## src/rtl/load_store_unit.sv

```systemverilog
// Purpose: multi-cycle load/store unit between execute and writeback over a req/gnt/rvalid data bus.
// Latency: store 2 cycles, load 3 cycles from acceptance to done_o with immediate grant and data.
// Backpressure: stall_o holds the core while the access is in flight; the bus request waits on mem_gnt_i.
//
// Ports:
//   core side : req_i, MemWrite_i, MemType_i, MemSign_i, ALUResultM_i, WriteDataM_i
//               -> stall_o, done_o, misalign_o, RD_o
//   bus side  : mem_req_o, mem_we_o, mem_addr_o, mem_be_o, mem_wdata_o
//               <- mem_gnt_i, mem_rvalid_i, mem_rdata_i
//   clk rising edge, rst asynchronous active-low.
module load_store_unit #(
    parameter int DATA_WIDTH = 32
) (
    input  logic                  clk,
    input  logic                  rst,
    input  logic                  req_i,
    input  logic                  MemWrite_i,
    input  logic [1:0]            MemType_i,
    input  logic                  MemSign_i,
    input  logic [DATA_WIDTH-1:0] ALUResultM_i,
    input  logic [DATA_WIDTH-1:0] WriteDataM_i,
    output logic                  stall_o,
    output logic                  done_o,
    output logic                  misalign_o,
    output logic [DATA_WIDTH-1:0] RD_o,
    output logic                  mem_req_o,
    output logic                  mem_we_o,
    output logic [DATA_WIDTH-1:0] mem_addr_o,
    output logic [3:0]            mem_be_o,
    output logic [DATA_WIDTH-1:0] mem_wdata_o,
    input  logic                  mem_gnt_i,
    input  logic                  mem_rvalid_i,
    input  logic [DATA_WIDTH-1:0] mem_rdata_i
);

    typedef enum logic [1:0] {
        S_IDLE = 2'd0,
        S_REQ  = 2'd1,
        S_WAIT = 2'd2,
        S_DONE = 2'd3
    } state_t;

    state_t                  state_q, state_d;
    logic [DATA_WIDTH-1:0]   addr_q, addr_d;
    logic [1:0]              type_q, type_d;
    logic                    sign_q, sign_d;
    logic                    we_q, we_d;
    logic [3:0]              be_q, be_d;
    logic [DATA_WIDTH-1:0]   wdata_q, wdata_d;
    logic [DATA_WIDTH-1:0]   rd_q, rd_d;
    logic                    req_q, req_d;
    logic                    done_q, done_d;
    logic                    misalign_q, misalign_d;

    logic                    misaligned;
    logic                    accept;
    logic [3:0]              be_in;
    logic [DATA_WIDTH-1:0]   wdata_in;
    logic [7:0]              byte_sel;
    logic [15:0]             half_sel;
    logic [DATA_WIDTH-1:0]   load_val;

    // Decode of the incoming request: alignment, lane enables, replicated store data.
    always_comb begin
        misaligned = 1'b0;
        be_in      = 4'b1111;
        wdata_in   = WriteDataM_i;
        case (MemType_i)
            2'b00: begin
                be_in    = 4'b0001 << ALUResultM_i[1:0];
                wdata_in = {4{WriteDataM_i[7:0]}};
            end
            2'b01: begin
                misaligned = ALUResultM_i[0];
                be_in      = 4'b0011 << {ALUResultM_i[1], 1'b0};
                wdata_in   = {2{WriteDataM_i[15:0]}};
            end
            default: begin
                // Reserved encoding behaves as a word access.
                misaligned = |ALUResultM_i[1:0];
            end
        endcase
    end

    assign accept = (state_q == S_IDLE) && req_i && !misaligned;

    // Lane extraction uses the latched byte offset, not the word-aligned bus address.
    always_comb begin
        byte_sel = mem_rdata_i[{addr_q[1:0], 3'b000} +: 8];
        half_sel = mem_rdata_i[{addr_q[1], 4'b0000} +: 16];
        case (type_q)
            2'b00:   load_val = {{24{sign_q & byte_sel[7]}}, byte_sel};
            2'b01:   load_val = {{16{sign_q & half_sel[15]}}, half_sel};
            default: load_val = mem_rdata_i;
        endcase
    end

    always_comb begin
        state_d    = state_q;
        addr_d     = addr_q;
        type_d     = type_q;
        sign_d     = sign_q;
        we_d       = we_q;
        be_d       = be_q;
        wdata_d    = wdata_q;
        rd_d       = rd_q;
        req_d      = req_q;
        done_d     = 1'b0;
        misalign_d = 1'b0;
        case (state_q)
            S_IDLE: begin
                if (req_i && misaligned) begin
                    misalign_d = 1'b1;
                end else if (accept) begin
                    addr_d  = ALUResultM_i;
                    type_d  = MemType_i;
                    sign_d  = MemSign_i;
                    we_d    = MemWrite_i;
                    be_d    = be_in;
                    wdata_d = wdata_in;
                    req_d   = 1'b1;
                    state_d = S_REQ;
                end
            end
            S_REQ: begin
                if (mem_gnt_i) begin
                    req_d = 1'b0;
                    if (we_q) begin
                        done_d  = 1'b1;
                        state_d = S_DONE;
                    end else begin
                        state_d = S_WAIT;
                    end
                end
            end
            S_WAIT: begin
                if (mem_rvalid_i) begin
                    rd_d    = load_val;
                    done_d  = 1'b1;
                    state_d = S_DONE;
                end
            end
            default: begin
                state_d = S_IDLE;
            end
        endcase
    end

    always_ff @(posedge clk or negedge rst) begin
        if (!rst) begin
            state_q    <= S_IDLE;
            addr_q     <= '0;
            type_q     <= 2'b00;
            sign_q     <= 1'b0;
            we_q       <= 1'b0;
            be_q       <= 4'b0000;
            wdata_q    <= '0;
            rd_q       <= '0;
            req_q      <= 1'b0;
            done_q     <= 1'b0;
            misalign_q <= 1'b0;
        end else begin
            state_q    <= state_d;
            addr_q     <= addr_d;
            type_q     <= type_d;
            sign_q     <= sign_d;
            we_q       <= we_d;
            be_q       <= be_d;
            wdata_q    <= wdata_d;
            rd_q       <= rd_d;
            req_q      <= req_d;
            done_q     <= done_d;
            misalign_q <= misalign_d;
        end
    end

    assign stall_o     = (state_q == S_REQ) || (state_q == S_WAIT) || accept;
    assign done_o      = done_q;
    assign misalign_o  = misalign_q;
    assign RD_o        = rd_q;
    assign mem_req_o   = req_q;
    assign mem_we_o    = we_q;
    assign mem_addr_o  = {addr_q[DATA_WIDTH-1:2], 2'b00};
    assign mem_be_o    = be_q;
    assign mem_wdata_o = wdata_q;

endmodule
```

## config.mk

```make
export PLATFORM = sky130hd
export DESIGN_NAME = load_store_unit
export DESIGN_NICKNAME = d
export VERILOG_FILES = /design/src/rtl/load_store_unit.sv
export SDC_FILE = /design/constraint.sdc
export NUM_CORES = 1
export LEC_CHECK = 0
export BUFFER_PORTS_ARGS = -buffer_cell sky130_fd_sc_hd__buf_2
export CAP_MARGIN = 15
export CORE_MARGIN = 3
export CORE_UTILIZATION = 49
export DETAILED_ROUTE_END_ITERATION = 10
export GPL_ROUTABILITY_DRIVEN = 0
export GPL_TIMING_DRIVEN = 0
export PLACE_DENSITY_LB_ADDON = 0.25
export SYNTH_ARGS = -nofsm -noshare
export SYNTH_HDL_FRONTEND = slang
export SYNTH_SLANG_ARGS = --single-unit
```

## constraint.sdc

```tcl
create_clock -name clk -period 2.5 [get_ports clk]
set_clock_uncertainty 0.05 [all_clocks]
set_input_delay 0.25 -clock clk [delete_from_list [all_inputs] [get_ports clk]]
set_output_delay 0.25 -clock clk [all_outputs]
set_load 0.01 [all_outputs]
```

==> results of run 1 <==
==> what timing repair did <==
action / CTS / global route
endpoints found under the hold margin: 48 / 0
resized for setup: 0 / 2
setup endpoints to repair: 0 / 1
hold buffers: 1 / 0
==> logic make-up (layout without fill, tap and decap cells) <==
logic type | count (synthesis) | count (layout) | synth area share
AO/OA/AOI/OAI | 131 | 131 | 0.156
adder cells (fa/ha/maj) | 4 | 4 | 0.00911
buffers and inverters | 77 | 301 | 0.0810
flip-flops | 109 | 109 | 0.496
multiplexers | 79 | 79 | 0.154
other | 1 | 2 | 0.000682
AND/OR/NAND/NOR | 127 | 127 | 0.103
==> Yosys cell counts <==
cell       number  share of area
dfrtp_1       109           0.50
nand2_1        64          0.044
mux2_2         46          0.094
o21ai_0        40          0.036
nor2_1         37          0.025
a21oi_1        33          0.030
buf_4          33          0.045
mux2i_1        33          0.060
clkbuf_1       21          0.014
a31oi_1        17          0.019
a31o_2         13          0.021
a21oi_2        10          0.016
buf_2           8         0.0073
inv_1           8         0.0055
nor2b_1         8         0.0091
nor3b_1         7         0.0096
o221a_2         7          0.014
ha_1            4         0.0091
buf_1           3         0.0020
buf_6           3         0.0061
nand2b_1        3         0.0034
a31o_1          2         0.0032
nand3_1         2         0.0018
a2111oi_4       1         0.0050
a21boi_0        1         0.0014
a221oi_1        1         0.0016
a22oi_1         1         0.0014
a32oi_1         1         0.0016
and2_1          1         0.0011
and3_4          1         0.0020
clkinv_1        1        0.00068
conb_1          1        0.00068
nor2b_4         1         0.0025
nor3_1          1        0.00091
nor4_2          1         0.0023
o21ai_1         1        0.00091
o21bai_1        1         0.0014
o22ai_1         1         0.0011
o31ai_1         1         0.0014
or2_2           1         0.0011
==> routing by layer <==
metal,up-vias,wire (um)
met2,224,7680
li1,2242,-
met3,28,1360
met1,2300,6000
met5,-,0
met4,0,299
==> where the power goes <==
part	leakage, nW	switching (mW)	internal, mW
clock	0.100	0.606	0.494
combinational	2.05	2.23	2.07
sequential	1.33	0.469	2.62
==> worst paths after layout <==
path	to	from
max	stall_o	state_q[0]
max reg2reg	addr_q[31]	state_q[0]
min	addr_q[28]	ALUResultM_i[28]
max in group asynchronous	addr_q[21]	rst
min in group asynchronous	addr_q[31]	rst
min reg2reg	mem_wdata_o[16]	mem_wdata_o[16]
==> sequential cells by signal, summed over array words and instances, names as in the netlist <==
signal / cells
state_q: 2
mem_req_o: 1
misalign_o: 1
done_o: 1
mem_wdata_o: 32
mem_be_o: 4
mem_we_o: 1
addr_q: 32
RD_o: 32
type_q: 2
sign_q: 1
==> worst max-delay path, delay by kind of cell (launching register included) <==
kind / cells / cell delay (ns)
buffers and inverters: 3 / 0.45
flip-flops: 1 / 0.43
AND/OR/NAND/NOR: 2 / 0.24
adder cells (fa/ha/maj): 1 / 0.22
AO/OA/AOI/OAI: 1 / 0.19
==> metrics by stage <==
stage,hold slack [ns],setup TNS (ns)
after floorplan,-0.0956,0
after global placement,0.408,-15.45
after detailed placement,0.270,0
after CTS,0.0349,0
after global routing,0.0250,0
final,0.0532,0
==> cell type report <==
class / count / area [um^2] / area share
plain buffers: 68 / 413 / 0.0594
clock buffers: 11 / 141 / 0.0203
clock inverters: 4 / 56.3 / 0.00810
inverters: 9 / 33.8 / 0.00486
multi-input cells: 343 / 2330 / 0.335
flip-flops and latches: 109 / 2730 / 0.392
well taps: 140 / 175 / 0.0252
repair buffers: 209 / 1080 / 0.155
==> reports/metrics.yaml, run 1 <==
status: "finished, final reports clean"
diodes: 0
worstMarginPinSlew_ns: 0.900
start_kind: "flip-flop"
cp.arrival_ns: 1.90
hold_class: "in -> reg"
rsz0062_at_grt: "no"
place_hpwl_um: 11900
grt.busiest_layer: "met2"
hold_viol: 0
drtIter0Drc: 305
post_cts_buffers: 0
final_cells: 893
synthDistinctLibCells: 40
critical_path_class: "reg -> out"
postSynthAreaPerCell_um2: 10.4
cts_root_buffer: "clkbuf_8"
rr_worst_depth: 7
synth_cells: 528
cts_buffers: 9
ys_ff_latch: 109
dpl_worst_slack_ns: 0.380
num_io_pins: 210
min_period_ns: 2.20
synth_area_um2: 5500
final_cell_mix: "buf_2 (214), dfrtp_1 (109), nand2_1 (64), mux2_2 (46), o21ai_0 (40)"
vias: 4794
die_h_um: 112
met3_usage: 0.0755
hold_path_depth: 2
wl_per_cell_um: 17.2
routed_via_density: 5.37
grt_max_degree: 62
path_clk_slew_ns: 0.11
p_per_area_nw_per_um2: 1220
fin_nets: 858
core-area_um2: 10900
report.power.total_mw: 8.49
wirelength_um: 15300
r2r_slack_ns: 0.39
crit_fanout: 10
cts_tree: "done"
io_buffers: 207
drv_slew: 0
die_x_um: 112
start_util: 0.505
use_met1: 0.302
drc: 0
placed_cells: 877
setup_viol: 0
gr-total-overflow: 0
ys_warn_count: 0
htreeDepth: 3
slowest_stage: "dfrtp_1"
fin_crit_sh: 0.881
fmax_mhz: 454
fillCellCount: 948
vdd_ir_drop_max_v: 0.000564
drive_gt1_frac: 0.462
final_cell_area_um2: 6950
setup_ws_ns: 0.297
cap_viol_max_count: 0
clkLatencyLatePin_ns: 0.37
path_cells: "inv_1 -> ha_1 -> nand2_1 -> o21bai_1 -> clkbuf_2 -> nand2b_1 -> buf_2"
relSlewSlack: 0.398
post-route-util: 0.638
clock-sinks: 109
die-area_um2: 12500
mostFrequentLayoutCell: "buf_2"
antenna_found_initial: 0
area_delta_synth_final_pct: 26.5
grt_use_total: 0.247
cpPeakStageDelay_ns: 0.43
ant_nets: 0
grt_pass1_wl_um: 25000
num_rows: 38
grt_util_met2: 0.417
synth_seq_area_share: 0.496
end_kind: "output pin"
place_area_um2: 6740
cp_data_required_time_ns: 2.20
first_global_vias: 4988
cellLeakagePower_nw: 3.47
clk_path_buf_depth: 2
firstDrtPassIters: 5
(Power assumes the default switching activity.)
==> inputs of run 2 (changes only) <==
Settings changed: ABC_AREA set to 1, CORE_UTILIZATION 49 to 44.
Clock period 2.5 ns to 2 ns, I/O delays scaled along.
==> reports/metrics.yaml, run 2 <==
yosysMostFrequentCell: "nand2_1"
end_kind: "output pin"
slowest_stage: "dfrtp_1"
synthDistinctLibCells: 29  # -28%
ys_ff_latch: 109  # unchanged
synthTopCellsByCount: "nand2_1 (260), dfrtp_1 (109), a21oi_1 (56), o21ai_0 (56), nor2_1 (34)"
fin_crit_sh: 0.942
io_buffers: 206  # -0.48%
rr_startpoint: "state_q[0]"
drv_slew: 0  # unchanged
synth_top_area_share: 0.506  # +0.0100
die_x_um: 117  # +4.2%
path_clk_slew_ns: 0.07  # -0.04 ns
synth_area_um2: 5390  # -2.0%
drive_gt1_frac: 0.330  # -0.132
hold_viol: 0  # unchanged
vdd_ir_drop_max_v: 0.000646  # +15%
relSlewSlack: 0.528  # +0.130
cap_viol_max_count: 0  # unchanged
htreeDepth: 3  # unchanged
start_kind: "flip-flop"
synth_seq_area_share: 0.506  # +0.0100
synth_edf_count: 0  # unchanged
gr-total-overflow: 0  # unchanged
cellLeakagePower_nw: 4.02  # +16%
ys_async_sr_fraction: 1.00  # unchanged
path_cells: "inv_2 -> ha_4 -> nand2_2 -> inv_2 -> nand2_4 -> buf_6 -> nand2_1 -> buf_2"
cts_root_buffer: "clkbuf_16"
clkLatencyLatePin_ns: 0.35  # -0.02 ns
cpPeakStageDelay_ns: 0.39  # -0.04 ns
mostFrequentLayoutCell: "nand2_1"
hold_slack_ns: 0.00523  # -0.0480 ns
grt_max_degree: 56  # -9.7%
num_io_pins: 210  # unchanged
cp_data_required_time_ns: 1.75  # -0.45 ns
fillCellCount: 1083  # +14%
hold_class: "in -> reg"
worstMarginPinSlew_ns: 0.709  # -0.192 ns
status: "finished, final reports clean"
routed_via_density: 4.84  # -9.8%
grt_pass1_wl_um: 24100  # -3.7%
cts_tree: "done"
synth_area_leader_cell: "dfrtp_1"
setup_viol: 0  # unchanged
fin_nets: 1025  # +19%
min_period_ns: 1.88
die-area_um2: 13600  # +8.7%
place_hpwl_um: 11200  # -5.7%
firstDrtPassIters: 5  # unchanged
hold_start: "ALUResultM_i[5]"
setup_tns_ns: 0  # unchanged
report.power.total_mw: 10.9  # +28%
grt_use_total: 0.226  # -0.0212
diodes: 0  # unchanged
ant_nets: 0  # unchanged
crit_path_frequent_cell: "inv_2"
synth_cells: 671  # +27%
final_cell_mix: "nand2_1 (259), buf_2 (220), dfrtp_1 (109), a21oi_1 (56), o21ai_0 (56)"
synthFlopType: "dfrtp_1"
cts_buffers: 9  # unchanged
clk_path_buf_depth: 2  # unchanged
core-area_um2: 11700  # +7.6%
area_delta_synth_final_pct: 34.8
crit_fanout: 10  # unchanged
wirelength_um: 15300  # -0.57%
rr_worst_depth: 7  # unchanged
die_h_um: 117  # +4.2%
rsz0062_at_grt: "no"
ys_warn_count: 0  # unchanged
antenna_found_initial: 0  # unchanged
p_per_area_nw_per_um2: 1500  # +23%
postSynthAreaPerCell_um2: 8.03  # -23%
num_rows: 39  # +2.6%
wl_per_cell_um: 14.3  # -17%
start_util: 0.460  # -0.0448
fmax_mhz: 531
cp.arrival_ns: 1.63  # -0.27 ns
clock-sinks: 109  # unchanged
synthTopCellsByArea: "dfrtp_1 (51%), nand2_1 (18%), a21oi_1 (5.2%), o21ai_0 (5.2%), buf_4 (4.6%)"
drc: 0  # unchanged
drtIter0Drc: 241  # -21%
hold_path_depth: 3  # +1
cp-startpoint: "state_q[1]"
vias: 5150  # +7.4%
first_global_vias: 4946  # -0.84%
critical_path_class: "reg -> out"
==> run 2: cell types whose count changed after synthesis, sizes merged, moves of 11 or more <==
cell | before | now
nand2 | 64 | 264
mux2 | 46 | 0
mux2i | 33 | 0
a21oi | 43 | 67
inv | 8 | 31
o21ai | 41 | 62
nand3 | 2 | 20
a31o | 15 | 0
a31oi | 17 | 4
clkbuf | 21 | 10
==> run 2: per-stage QoR <==
| stage | setup WS (ns) | cells | area (um^2) | util |
|---|---|---|---|---|
| floorplan | 0.436 | 672 | 5390 | - |
| global placement | -0.606 | 1021 | 6600 | 0.564 |
| detailed placement | 0.0849 | 1022 | 6630 | 0.566 |
| CTS | 0.0113 | 1063 | 7240 | 0.618 |
| global route | 0.0184 | 1064 | 7260 | 0.620 |
| finish | 0.115 | 1064 | 7260 | 0.620 |
==> run 2: worst max-delay path, delay by kind of cell (launching register included) <==
kind / cells / cell delay, ns
buffers and inverters: 4 / 0.44
flip-flops: 1 / 0.39
AND/OR/NAND/NOR: 3 / 0.31
adder cells (fa/ha/maj): 1 / 0.16
==> run 2: routing by layer <==
layer / wire, um / track usage / vias up
met5: 0 / 0 / -
met3: 1190 / 0.0497 / 21
met1: 6560 / 0.292 / 2323
met4: 280 / 0.0772 / 0
li1: - / - / 2596
met2: 7230 / 0.376 / 210
==> run 2: worst paths after layout <==
kind | to | slack, ns
hold / removal | addr_q[5] | 0.005
setup reg to reg | RD_o[28] | 0.23
max in group asynchronous | mem_wdata_o[10] | 0.79
min in group asynchronous | RD_o[21] | 0.40
setup / recovery | stall_o | 0.12
hold reg to reg | mem_wdata_o[6] | 0.42
==> run 2: what timing repair did <==
action,4_1_cts,5_1_grt
setup endpoints to repair,1,1
hold endpoints to repair,77,0
hold buffers,24,0
buffers inserted,1,1
resized for setup,6,3
==> run 2: final cells by class <==
| cell class | count | area, um^2 | share of cell area |
|---|---|---|---|
| Multi-Input combinational cell | 465 | 2140 | 0.295 |
| Timing Repair Buffer | 233 | 1320 | 0.181 |
| Buffer | 66 | 428 | 0.0589 |
| Clock buffer | 9 | 225 | 0.0310 |
| Inverter | 32 | 123 | 0.0169 |
| Tap cell | 143 | 179 | 0.0246 |
| Clock inverter | 7 | 123 | 0.0169 |
| Sequential cell | 109 | 2730 | 0.376 |
==> run 2: kinds of logic (layout without fill, tap and decap cells) <==
family / after synthesis / count (layout) / share of synthesized area
compound gates: 138 / 138 / 0.141
fa+ha+maj: 4 / 4 / 0.00929
buf+inv: 98 / 347 / 0.101
flops: 109 / 109 / 0.506
other cells: 1 / 2 / 0.000696
simple gates: 321 / 321 / 0.242
==> run 2: where the power goes <==
group	switching, mW	internal (mW)	total, mW
Sequential	0.588	3.26	3.85
Combinational	2.83	2.15	4.98
Clock	0.838	1.23	2.07
